## src/rtl/ifetch_unit.sv

```systemverilog
// Instruction fetch unit: issues one instruction-memory request per PC,
// holds the fetched word for decode, and steers the external PC register
// through next_pc (sequential +4, branch redirect, or reset vector).
// A redirect that arrives while a request is outstanding is remembered
// and applied when the memory acknowledges, so the bus address never moves
// mid-request.
// Optional feature macro: IFETCH_MISALIGN_CHECK_EN adds a sticky
// misaligned-fetch fault state and the misalign output.
module ifetch_unit #(
    parameter logic [31:0] RESET_VECTOR = 32'h0000_0000
) (
    input  logic        clk,
    input  logic        rst,
    input  logic [31:0] pc,
    output logic [31:0] next_pc,
    output logic        imem_req,
    output logic [31:0] imem_addr,
    input  logic        imem_ack,
    input  logic [31:0] imem_rdata,
    output logic [31:0] instr,
    output logic        instr_valid,
    input  logic        instr_ready,
    input  logic        redirect,
    input  logic [31:0] redirect_target
`ifdef IFETCH_MISALIGN_CHECK_EN
    ,
    output logic        misalign
`endif
);

    typedef enum logic [1:0] {
        S_REQ   = 2'd0,
        S_VALID = 2'd1
`ifdef IFETCH_MISALIGN_CHECK_EN
        ,
        S_FAULT = 2'd2
`endif
    } state_t;

    state_t      state, state_n;
    logic [31:0] instr_q, instr_n;
    logic        pend_q, pend_n;
    logic [31:0] ptgt_q, ptgt_n;
    logic        req_c, valid_c;
    logic [31:0] npc_c;
`ifdef IFETCH_MISALIGN_CHECK_EN
    logic        outstanding_q;
    logic        misalign_c;
`endif

    // Next-state, datapath-next and output decode.
    always_comb begin
        // NOTE: every variable gets a default first so no path can infer a latch.
        state_n = state;
        instr_n = instr_q;
        pend_n  = pend_q;
        ptgt_n  = ptgt_q;
        req_c   = 1'b0;
        valid_c = 1'b0;
        npc_c   = pc;
`ifdef IFETCH_MISALIGN_CHECK_EN
        misalign_c = 1'b0;
`endif
        case (state)
            S_REQ: begin
                req_c = 1'b1;
`ifdef IFETCH_MISALIGN_CHECK_EN
                // Only a fresh fetch is checked; an outstanding request keeps going.
                if (!outstanding_q && (pc[1:0] != 2'b00)) begin
                    req_c = 1'b0;
                    if (redirect) npc_c = redirect_target;
                    else          state_n = S_FAULT;
                end else
`endif
                if (imem_ack) begin
                    if (redirect) begin
                        npc_c  = redirect_target;
                        pend_n = 1'b0;
                    end else if (pend_q) begin
                        npc_c  = ptgt_q;
                        pend_n = 1'b0;
                    end else begin
                        instr_n = imem_rdata;
                        state_n = S_VALID;
                    end
                end else if (redirect) begin
                    // Keep the bus address stable; apply the target on ack.
                    pend_n = 1'b1;
                    ptgt_n = redirect_target;
                end
            end
            S_VALID: begin
                valid_c = 1'b1;
                if (redirect) begin
                    npc_c   = redirect_target;
                    state_n = S_REQ;
                end else if (instr_ready) begin
                    npc_c   = pc + 32'd4;
                    state_n = S_REQ;
                end
            end
`ifdef IFETCH_MISALIGN_CHECK_EN
            S_FAULT: begin
                misalign_c = 1'b1;
                if (redirect) begin
                    npc_c   = redirect_target;
                    state_n = S_REQ;
                end
            end
`endif
            default: state_n = S_REQ;
        endcase

        if (rst) begin
            req_c   = 1'b0;
            valid_c = 1'b0;
            npc_c   = RESET_VECTOR;
`ifdef IFETCH_MISALIGN_CHECK_EN
            misalign_c = 1'b0;
`endif
        end
    end

    // State and datapath registers with synchronous reset.
    always_ff @(posedge clk) begin
        // NOTE: sequential state uses non-blocking assignments only.
        if (rst) begin
            state   <= S_REQ;
            instr_q <= 32'h0;
            pend_q  <= 1'b0;
            ptgt_q  <= 32'h0;
        end else begin
            state   <= state_n;
            instr_q <= instr_n;
            pend_q  <= pend_n;
            ptgt_q  <= ptgt_n;
        end
    end

`ifdef IFETCH_MISALIGN_CHECK_EN
    // Tracks a request issued last cycle that has not yet been acknowledged.
    always_ff @(posedge clk) begin
        if (rst) outstanding_q <= 1'b0;
        else     outstanding_q <= req_c && !imem_ack;
    end

    assign misalign = misalign_c;
`endif

    assign imem_req    = req_c;
    assign imem_addr   = pc;
    assign next_pc     = npc_c;
    assign instr_valid = valid_c;
    assign instr       = rst ? 32'h0 : instr_q;

endmodule

```

## config.mk

```make
export PLATFORM = sky130hd
export DESIGN_NAME = ifetch_unit
export DESIGN_NICKNAME = d
export VERILOG_FILES = /design/src/rtl/ifetch_unit.sv
export SDC_FILE = /design/constraint.sdc
export NUM_CORES = 1
export LEC_CHECK = 0
export CAP_MARGIN = 0
export CORE_AREA = 2 2 110 112
export DETAILED_ROUTE_END_ITERATION = 8
export DIE_AREA = 0 0 112 114
export GPL_TIMING_DRIVEN = 0
export PLACE_DENSITY_LB_ADDON = 0.2
export SLEW_MARGIN = 20
export SYNTH_ARGS = -nofsm -noshare
export SYNTH_HDL_FRONTEND = slang
export SYNTH_SLANG_ARGS = --single-unit
```

## constraint.sdc

```tcl
create_clock -name clk -period 2.7 [get_ports clk]
set_clock_uncertainty 0.2 [all_clocks]
set_input_delay 0.54 -clock clk [delete_from_list [all_inputs] [get_ports clk]]
set_output_delay 0.54 -clock clk [all_outputs]
set_load 0.02 [all_outputs]
```

Yosys cells after proc, flatten, opt, wreduce, memory -nomap -nowiden
Index checks and enable logic that the tools add are counted.
Widths: inputs -> output; s select.
{ "op_classes": {"muxes": 20, "reduce_logical": 6, "eq_ne": 5, "bitwise_logic": 3, "n_lt_le_gt_ge": 0, "n_mul": 0, "div": 0, "add_sub_neg": 1, "shifts": 0} }
{ "ops": {"columns": ["op", "n"], "rows": [
  ["$mux 32", 7],
  ["$pmux 32 s2", 1],
  ["$add 32x3->32 const B", 1],
  ["$mux 2", 5],
  ["$reduce_and 4->1", 2],
  ["$mux 1", 6],
  ["$ne 2x2->1 const B", 3],
  ["$pmux 2 s2", 1],
  ["$ne 3x3->1 const B", 1],
  ["$not 1->1", 3],
  ["$reduce_and 3->1", 1],
  ["$eq 2x1->1 const B", 1],
  ["$logic_not 2->1", 1],
  ["$reduce_and 2->1", 1],
  ["$reduce_bool 2->1", 1]
]} }
{ "word_totals": {"inputBits": 101, "ff_bits": 67, "ram_bits": 0, "memories": 0, "latchBits": 0, "elab_cells": 39, "rom_bits": 0, "out_inout_bits": 98} }

Logic depth before layout (Yosys ltp)
{ "logic_depth": {"depth_word": 5, "mapped_depth": 7} }

Worst setup path before layout
Ideal clock, no wire load.
{ "synth_path": {"path_kind": "input -> output", "from": "in pc[9]", "to": "out next_pc[25]", "path_stages": 5, "setup_slack_ps": -658, "arrival_time_ps": 2618, "required_ps": 1960, "cell_sequence": "nand4_1 -> nor4_4 -> nand4_1 -> xor2_1 -> a2111oi_0"} }
{ "synth_via": {"elab_chain_cells": 5} }
{ "synth_rtl": {"columns": ["item", "line", "text"], "rows": [
  ["start, declared", "14", "input logic [31:0] pc,"],
  ["$add 32x3->32", "98", "npc_c = pc + 32'd4;"],
  ["$mux 32", "97", "end else if (instr_ready) begin"],
  ["$mux 32", "94", "if (redirect) begin"],
  ["$pmux 32 s2", "64", "case (state)"],
  ["$mux 32", "114", "if (rst) begin"],
  ["end, declared", "15", "output logic [31:0] next_pc,"]
]} }
No other way between the ends.

Worst setup path in the final report
{ "layout_path": {"from": "in pc[12]", "to": "out next_pc[30]"} }
Same word-level chain as after synthesis.

==> reports/qor.csv <==
metric,value,unit
ctsHoldBuffers,0,
regArea,0.00133,mm2
syn-num-nets,723,
die_y,114,um
ys_seq_elements,66,
grt_usage,0.266,
violations,setup timing,
peakVddDrop,273,uV
p_total,3220,uW
power_leakage,0.00295,uW
pwr-share-seq,0.326,
period_share,1.10,
cp_max_fo,6,
required,1960,ps
crit_arrival,2220,ps
clock_latency,330,ps
swShare,0.313,
yosysWarnings,0,
cap_viol_max_count,0,
max_freq,0.338,GHz
worstSetupPathType,in2out,
wl_per_cell,17.8,um
yosysSeqAreaShare,0.308,
outcome,"finished, violations left",
fp.dieW,112,um
p_sw,1010,uW
reg2reg_from,state[0],
clk_pin_slew,60,ps
avgViaCountPerCell,5.56,
final_cell_area,0.00756,mm2
nets,968,
clkPwrFrac,0.373,
hold_violations,0,
final_common_cell,nand2_1,
fin_cells,1018,
dp_cells,965,
synth_edf_count,0,
syn_area,0.00429,mm2
initial_core_util,0.367,
cts_tree,built,
fillers,1019,
final_cell_mix,"nand2_1, clkdlybuf4s50_1, buf_4",
root_buffer,clkbuf_16,
hp-class,reg2reg,
drt-pass1-iter-count,8,
ant_nets,0,
antenna_found_initial,0,
antenna_cells,0,
core-area,0.0117,mm2
num_vias,5658,
io_buffers,197,
hpwl,12200,um
maxSlewViolCount,0,
synth_ff_type,dfxtp_1,
finalWeightedCongestion,0.883,
clock_path_buffers,2,
area_growth,76.2,%
powerDensity,425,mW/mm2
setup_viol,16,
placed_area,0.00665,mm2
drt_wl_total,18100,um
startpoint_type,input pin,
synth_cells,621,
die_area,0.0128,mm2
drive_above_1_share,0.263,
ioPinCount,199,
slew-limit-headroom,0.505,
overflow,0,
p_int,2210,uW
drc_errors,0,
grt_max_degree,14,
grt_pass1_vias,5524,
clkSinkCount,66,
async_flop_share,0,
drtIter0Drc,439,
synth_cell_types,52,
cts_buffers,9,
rows,40,
fin_crit,2960,ps
min_from,instr_q[5],
tightest_slew,743,ps
setup_ws,-260,ps
htreeDepth,3,
power_frac_comb,0.301,
cp-end-kind,output pin,
rsz0062_at_grt,yes,
multi_input_area,0.00297,mm2
cp-startpoint,pc[12],
avgSynthCellArea,6.91,um2
grt_pass1_wl,27500,um
synth_stat cells (3+ instances only):
library cell,n,share of area
nor3_1,11,0.013
o221ai_1,5,0.010
a21oi_1,81,0.094
buf_2,3,0.0035
o211a_1,3,0.0070
inv_1,5,0.0044
nand2_1,152,0.13
xor2_1,5,0.010
nor2b_1,34,0.050
nor2_1,45,0.039
nand2b_1,5,0.0073
buf_4,32,0.056
and3_1,5,0.0073
a211oi_1,7,0.012
mux2i_1,5,0.012
o21ai_0,17,0.020
o22ai_1,19,0.028
a2111oi_0,4,0.0082
clkbuf_1,37,0.032
buf_6,4,0.010
a311o_1,4,0.0093
dfxtp_1,66,0.31
a21o_1,3,0.0052
nand4_1,10,0.015
nor4_1,9,0.013
xnor2_1,3,0.0061
nand3_1,16,0.019
critical path: stages:
cell     delay [ps]
buf_8            80
nand4_1         150
or4_4           640
nor3_4          190
mux2_4          340
nor3_4          130
buf_6           140
worst paths after layout:
path	endpoint	slack (ps)	cells past startpoint
worst max-delay path	next_pc[30]	-260	7
worst min-delay path	instr_q[5]	250	2
worst max register to register	ptgt_q[14]	630	4
worst min register to register	instr_q[5]	250	2
state kept, by name, summed over array words and instances (netlist names):
signal / count
pend_q: 1
instr_q: 32
state: 1
ptgt_q: 32
power by group through the flow:
stage | Clock (uW) | Combinational [uW] | Sequential [uW]
3_3_place_gp | 0 | 872 | 1060
5_1_grt | 1280 | 1020 | 1050
2_1_floorplan | 0 | 451 | 1060
6_report | 1200 | 968 | 1050
4_1_cts | 1210 | 925 | 1050
3_5_place_dp | 0 | 884 | 1060
kinds of logic (layout without fill, tap and decap cells):
family	Yosys count	after routing	share of synthesized area
compound gates	160	160	0.228
flops	66	66	0.308
buf+inv	82	332	0.108
simple gates	298	298	0.323
fa+ha+maj	1	1	0.00291
mux	6	6	0.0143
xor+xnor	8	8	0.0163
per-layer routing:
metal | vias up | global-route usage | share of wire
met2 | 351 | 0.453 | 0.48
li1 | 2644 | - | -
met5 | - | 0 | 0
met1 | 2598 | 0.323 | 0.38
met3 | 65 | 0.0712 | 0.11
met4 | 0 | 0.100 | 0.032
final cells by class:
class	instances	area share
well taps	147	0.0243
clock buffers	10	0.0303
flip-flops and latches	66	0.175
multi-input cells	473	0.393
plain buffers	73	0.0673
repair buffers	237	0.297
clock inverters	6	0.00976
inverters	6	0.00331
what timing repair did:
item	4_1_cts	5_1_grt
setup endpoints to repair	36	33
gates resized for setup	368	57
pin swaps	27	19
setup buffers	29	9
cloned	2	0
stage by stage:
step,setup TNS (ps),hold WS [ps],util,worst slack (ps)
floorplan,-460,232,-,-193
global placement,-47180,238,0.568,-1550
detailed placement,-49110,243,0.568,-1560
CTS,-1570,251,0.628,-209
global route,-3340,267,0.646,-338
finish,-2280,249,0.646,-260
No activity file was read; power rests on OpenSTA's default activity.
